[src/rtl/kcpsm_event_fifo_port.sv]
// Purpose: KCPSM3/PacoBlaze I/O-port peripheral that buffers producer events in a FIFO and raises an interrupt.
// Latency: in_port is registered one cycle after port_id; push/pop/flush take effect on the next clk edge.
// Backpressure: none toward the producer; a push into a full FIFO is dropped and sets a sticky overflow flag.
// Optional: define EVFIFO_WATERMARK_EN to enable a firmware-programmable interrupt watermark on WMARK_PORT.
module kcpsm_event_fifo_port #(
    parameter int         DEPTH       = 16,
    parameter logic [7:0] DATA_PORT   = 8'h01,
    parameter logic [7:0] STATUS_PORT = 8'h02,
    parameter logic [7:0] CTRL_PORT   = 8'h03,
    parameter logic [7:0] WMARK_PORT  = 8'h04
) (
    input  logic       clk,
    input  logic       reset,
    input  logic [7:0] port_id,
    input  logic       read_strobe,
    input  logic       write_strobe,
    input  logic [7:0] out_port,
    output logic [7:0] in_port,
    output logic       interrupt,
    input  logic       interrupt_ack,
    input  logic [7:0] event_data,
    input  logic       event_valid
);
    localparam int         AW      = (DEPTH > 1) ? $clog2(DEPTH) : 1;
    localparam logic [4:0] DEPTH_C = 5'(DEPTH);

    logic [7:0]    r_mem [DEPTH];
    logic [AW-1:0] r_wr_ptr, r_rd_ptr;
    logic [4:0]    r_count;
    logic          r_overflow;
    logic          r_int_en;
    logic          r_interrupt;
    logic [7:0]    r_in_port;
    logic [4:0]    w_wmark;

    logic       w_full, w_empty, w_ctrl_wr, w_wmark_wr, w_flush;
    logic       w_pop_req, w_pop, w_push, w_drop, w_int_set, w_int_en_rise;
    logic [4:0] w_count_nxt;
    logic       w_unused_ok;

    assign w_full     = (r_count == DEPTH_C);
    assign w_empty    = (r_count == 5'd0);
    assign w_ctrl_wr  = write_strobe && (port_id == CTRL_PORT);
    assign w_wmark_wr = write_strobe && (port_id == WMARK_PORT);
    assign w_flush    = w_ctrl_wr && out_port[0];

    // A pop frees a slot in the same cycle, so a full FIFO still accepts a coincident push.
    assign w_pop_req  = read_strobe && (port_id == DATA_PORT) && !w_empty;
    assign w_pop      = w_pop_req && !w_flush;
    assign w_push     = event_valid && (!w_full || w_pop_req) && !w_flush;
    assign w_drop     = event_valid && w_full && !w_pop_req;

    assign w_int_en_rise = w_ctrl_wr && out_port[2] && !r_int_en;
    assign w_int_set     = (w_push && r_int_en && (w_count_nxt >= w_wmark))
                         || (w_int_en_rise && (w_count_nxt >= w_wmark));

    // Upper control bits are don't-care; in the default build the watermark port decode is unused.
    assign w_unused_ok = ^{out_port[7:3], w_wmark_wr};

    // Occupancy after this cycle's flush/push/pop.
    always_comb begin
        w_count_nxt = r_count;
        if (w_flush)
            w_count_nxt = 5'd0;
        else if (w_push && !w_pop)
            w_count_nxt = r_count + 5'd1;
        else if (w_pop && !w_push)
            w_count_nxt = r_count - 5'd1;
    end

    // FIFO storage write at the tail.
    always_ff @(posedge clk) begin
        if (!reset && w_push)
            r_mem[r_wr_ptr] <= event_data;
    end

    // Pointers, count, sticky overflow and interrupt enable.
    always_ff @(posedge clk) begin
        if (reset) begin
            r_wr_ptr   <= '0;
            r_rd_ptr   <= '0;
            r_count    <= 5'd0;
            r_overflow <= 1'b0;
            r_int_en   <= 1'b0;
        end else begin
            r_count <= w_count_nxt;
            if (w_flush) begin
                r_wr_ptr <= '0;
                r_rd_ptr <= '0;
            end else begin
                if (w_push) r_wr_ptr <= r_wr_ptr + 1'b1;
                if (w_pop)  r_rd_ptr <= r_rd_ptr + 1'b1;
            end
            // A dropped push wins over a same-cycle overflow clear.
            if (w_drop)
                r_overflow <= 1'b1;
            else if (w_ctrl_wr && out_port[1])
                r_overflow <= 1'b0;
            if (w_ctrl_wr)
                r_int_en <= out_port[2];
        end
    end

`ifdef EVFIFO_WATERMARK_EN
    logic [4:0] r_wmark;
    // Programmable watermark: 0 means 1, anything above DEPTH saturates.
    always_ff @(posedge clk) begin
        if (reset)
            r_wmark <= 5'd1;
        else if (w_wmark_wr) begin
            if (out_port[4:0] == 5'd0)
                r_wmark <= 5'd1;
            else if (out_port[4:0] > DEPTH_C)
                r_wmark <= DEPTH_C;
            else
                r_wmark <= out_port[4:0];
        end
    end
    assign w_wmark = r_wmark;
`else
    assign w_wmark = 5'd1;
`endif

    // Interrupt request: acknowledge beats a new set; disabling int_en leaves it pending.
    always_ff @(posedge clk) begin
        if (reset)
            r_interrupt <= 1'b0;
        else if (interrupt_ack)
            r_interrupt <= 1'b0;
        else if (w_int_set)
            r_interrupt <= 1'b1;
    end

    // Registered read mux; unmapped ports return zero so peripherals can be OR-combined.
    always_ff @(posedge clk) begin
        if (reset)
            r_in_port <= 8'h00;
        else if (port_id == DATA_PORT)
            r_in_port <= w_empty ? 8'h00 : r_mem[r_rd_ptr];
        else if (port_id == STATUS_PORT)
            r_in_port <= {r_count, r_overflow, w_full, w_empty};
        else
            r_in_port <= 8'h00;
    end

    assign in_port   = r_in_port;
    assign interrupt = r_interrupt;
endmodule

[config.mk]
export PLATFORM = sky130hd
export DESIGN_NAME = kcpsm_event_fifo_port
export DESIGN_NICKNAME = d
export VERILOG_FILES = /design/src/rtl/kcpsm_event_fifo_port.sv
export SDC_FILE = /design/constraint.sdc
export NUM_CORES = 1
export LEC_CHECK = 0
export CAP_MARGIN = 20
export CORE_MARGIN = 2
export CORE_UTILIZATION = 40
export DETAILED_ROUTE_END_ITERATION = 8
export GPL_TIMING_DRIVEN = 1
export MAX_ROUTING_LAYER = met4
export PLACE_DENSITY = 0.62
export SLEW_MARGIN = 20
export SYNTH_ARGS = -nofsm -noshare
export SYNTH_HDL_FRONTEND = slang
export SYNTH_SLANG_ARGS = --single-unit
[constraint.sdc]
create_clock -name clk -period 3.5 [get_ports clk]
set_clock_uncertainty 0.1 [all_clocks]
set_input_delay 0.7 -clock clk [delete_from_list [all_inputs] [get_ports clk]]
set_output_delay 0.7 -clock clk [all_outputs]
set_load 0.02 [all_outputs]
==> flow_metrics.env <==
export IMPL_maxCapViolations=0
export IMPL_clockBufferDepth=2
export IMPL_powerDensity_nw_per_um2=531.3
export IMPL_yosys_area_top_type="edfxtp_1"
export IMPL_irDropWorstVdd_uv=320.2
export IMPL_dpl_instance_area_um2=6980
export IMPL_clock_latency_ns=0.42
export IMPL_path_class="reg2reg"
export IMPL_nets=446
export IMPL_finalMaxSlewViolations=0
export IMPL_cts_resized=0
export IMPL_diodes=0
export IMPL_port_buffers=33
export IMPL_cts_sinks=156
export IMPL_rows=45
export IMPL_start_util=0.4120
export IMPL_rsz0062_at_grt="no"
export IMPL_synthTopCellsByCount="128 x edfxtp_1, 40 x mux4_2, 38 x nor2_1"
export IMPL_drtAntennaViolNets=0
export IMPL_die_h_um=129.4
export IMPL_setup_viol=0
export IMPL_num_vias=3286
export IMPL_crit_arrival_ns=2.81
export IMPL_tightestPinTransition_ns=0.6687
export IMPL_cts_buffers=17
export IMPL_synth_top_area_frac=0.6115
export IMPL_slew_headroom=0.5525
export IMPL_synth_ff_type="edfxtp_1"
export IMPL_critPathMaxFanout=12
export IMPL_fin_area_um2=7561
export IMPL_min_period_ns=2.727
export IMPL_ios=39
export IMPL_synth_edf_count=128
export IMPL_timing_rr_start="r_count[1]"
export IMPL_synth_fp_nets=388
export IMPL_whs_ns=0.3801
export IMPL_critPathSlowestCell="or4b_4"
export IMPL_yosys_warnings=0
export IMPL_gr_total_overflow=0
export IMPL_cts_tree="yes"
export IMPL_post_route_util=0.4955
export IMPL_status="complete, no violations"
export IMPL_async_flop_share=0
export IMPL_cts_setup_buffers=0
export IMPL_power_leakage_nw=2.455
export IMPL_area_growth_synth_to_final_pct=20.28
export IMPL_grt_max_degree=33
export IMPL_synth_most_common_cell="edfxtp_1"
export IMPL_ctsHtreeMaxLevel=4
export IMPL_cp_startpoint="r_count[1]"
export IMPL_synthTopCellsByArea="edfxtp_1 61%, mux4_2 14%, dfxtp_1 8.9%"
export IMPL_ys_ff_latch=156
export IMPL_die_width_um=129.4
export IMPL_r2r_setup_slack_ns=0.77
export IMPL_routed_via_density=5.199
export IMPL_syn_area_per_cell_um2=17.96
export IMPL_fin_crit_sh=0.7792
export IMPL_cts_hold_fix_buffers=0
export IMPL_grt_first_pass_wirelength_mm=19.29
export IMPL_min_path_type="reg2reg"
export IMPL_wl_per_cell_um=19.69
export IMPL_timing_final_hold_violations=0
export IMPL_fmax_mhz=366.7
export IMPL_dp_hpwl_mm=8.335
export IMPL_core_area_um2=15260
export IMPL_cp_cell_sequence="inv_1 -> ha_1 -> or4b_4 -> and4_1 -> o211a_1 -> nand2_1 -> nor2_1 -> buf_4"
export IMPL_gp_congestion=0.8747
export IMPL_worstSetupEndpoint="r_mem[3][7]"
export IMPL_root_buffer="clkbuf_16"
export IMPL_dieArea_um2=16730
export IMPL_grt_pass1_vias=3441
export IMPL_grt_usage=0.1665
export IMPL_wl_mm=12.45
export IMPL_drcViolationCount=0
export IMPL_drtIter0Drc=418
export IMPL_finalSetupTns_ns=0
export IMPL_crit_path_start_kind="register"
export IMPL_worst_r2r_path_depth=8
export IMPL_netlist_instances=350
export IMPL_r2r_end="r_mem[3][7]"
export IMPL_yosysSeqAreaShare=0.7006
export IMPL_end_kind="register"
export IMPL_clkTransAtPathRegs_ns=0.06
export IMPL_firstDrtPassIters=4
export IMPL_cpPeakStageDelay_ns=0.51
export IMPL_ys_types=45
export IMPL_antenna_found_initial=0
export IMPL_drive_above_1_share=0.2257
export IMPL_synth_area_um2=6286
export IMPL_crit_required_ns=3.58
worst min path at each step:
stage | to | slack [ns] | cells after the start | startpoint
floorplan | r_overflow | 0.35 | 2 | r_overflow
detailed placement | r_overflow | 0.37 | 2 | r_overflow
global placement | r_overflow | 0.38 | 2 | r_overflow
CTS | r_overflow | 0.38 | 2 | r_overflow
global route | r_overflow | 0.41 | 2 | r_overflow
finish | r_overflow | 0.38 | 2 | r_overflow
metrics by stage:
| stage | power [mW] | cells | setup WS (ns) |
|---|---|---|---|
| after floorplan | 2.161 | 350 | 0.7528 |
| after global placement | 2.238 | 600 | 0.4554 |
| after detailed placement | 2.245 | 600 | 0.4176 |
| after CTS | 4.057 | 632 | 0.8042 |
| after global routing | 4.139 | 632 | 0.6403 |
| final | 4.017 | 632 | 0.7727 |
metal layers:
| layer | vias to the layer above | global-route usage | routed length (µm) |
|---|---|---|---|
| met5 | - | - | 0 |
| met4 | 0 | 0.09015 | 295 |
| met3 | 23 | 0.04542 | 683 |
| met2 | 101 | 0.2517 | 6094 |
| met1 | 1638 | 0.2050 | 5372 |
| li1 | 1524 | - | - |
state kept, by name (all words and copies together) (netlist names), named ones only:
register / count
r_mem: 128
in_port: 8
r_count: 5
r_rd_ptr: 4
r_wr_ptr: 4
interrupt: 1
r_int_en: 1
r_overflow: 1
logic make-up after synthesis:
logic type      synth area share
flops                     0.7006
simple gates             0.07146
mux                       0.1481
compound gates           0.03523
buf+inv                  0.01612
xor+xnor                 0.01254
fa+ha+maj                0.01592
cell usage in the layout, fill, tap and decap left out, types with 3 or more instances in the layout:
| cell | netlist | layout |
|---|---|---|
| nand4_1 | 5 | 5 |
| a21oi_1 | 4 | 4 |
| and3_1 | 8 | 8 |
| a22oi_1 | 8 | 8 |
| clkbuf_16 | 0 | 17 |
| bufinv_16 | 0 | 3 |
| ha_1 | 8 | 8 |
| nand2_1 | 9 | 9 |
| clkinv_1 | 0 | 4 |
| xnor2_1 | 4 | 4 |
| nand3_1 | 3 | 3 |
| mux2i_1 | 3 | 3 |
| nor3b_1 | 3 | 3 |
| buf_4 | 0 | 21 |
| clkdlybuf4s50_1 | 0 | 33 |
| edfxtp_1 | 128 | 128 |
| nor2_1 | 38 | 38 |
| inv_1 | 6 | 6 |
| xor2_1 | 5 | 5 |
| a31oi_1 | 5 | 5 |
| dfxtp_1 | 28 | 27 |
| mux4_2 | 40 | 40 |
power by group:
part	switching (mW)	total [mW]	leakage, nW	internal [mW]
sequential	0.0132	2.04	1.38	2.02
clock	0.697	1.81	0.278	1.11
combinational	0.0940	0.171	0.797	0.0770
final cells by class:
cell class,count,area (µm²)
Clock buffer,19,432.9
Clock inverter,13,147.6
Fill cell,1252,7697
Inverter,6,22.52
Multi-Input combinational cell,172,1780
Sequential cell,156,4405
Tap cell,211,264.0
Timing Repair Buffer,55,508.0
critical path: cells and delay by family (launching register included):
| family | cells | cell delay [ns] |
|---|---|---|
| and+or+nand+nor | 4 | 1.08 |
| DFF | 1 | 0.38 |
| AOI/OAI and AO/OA | 1 | 0.35 |
| buffers and inverters | 2 | 0.34 |
| adders and majority gates | 1 | 0.23 |
Power figures use the tool's default switching activity.
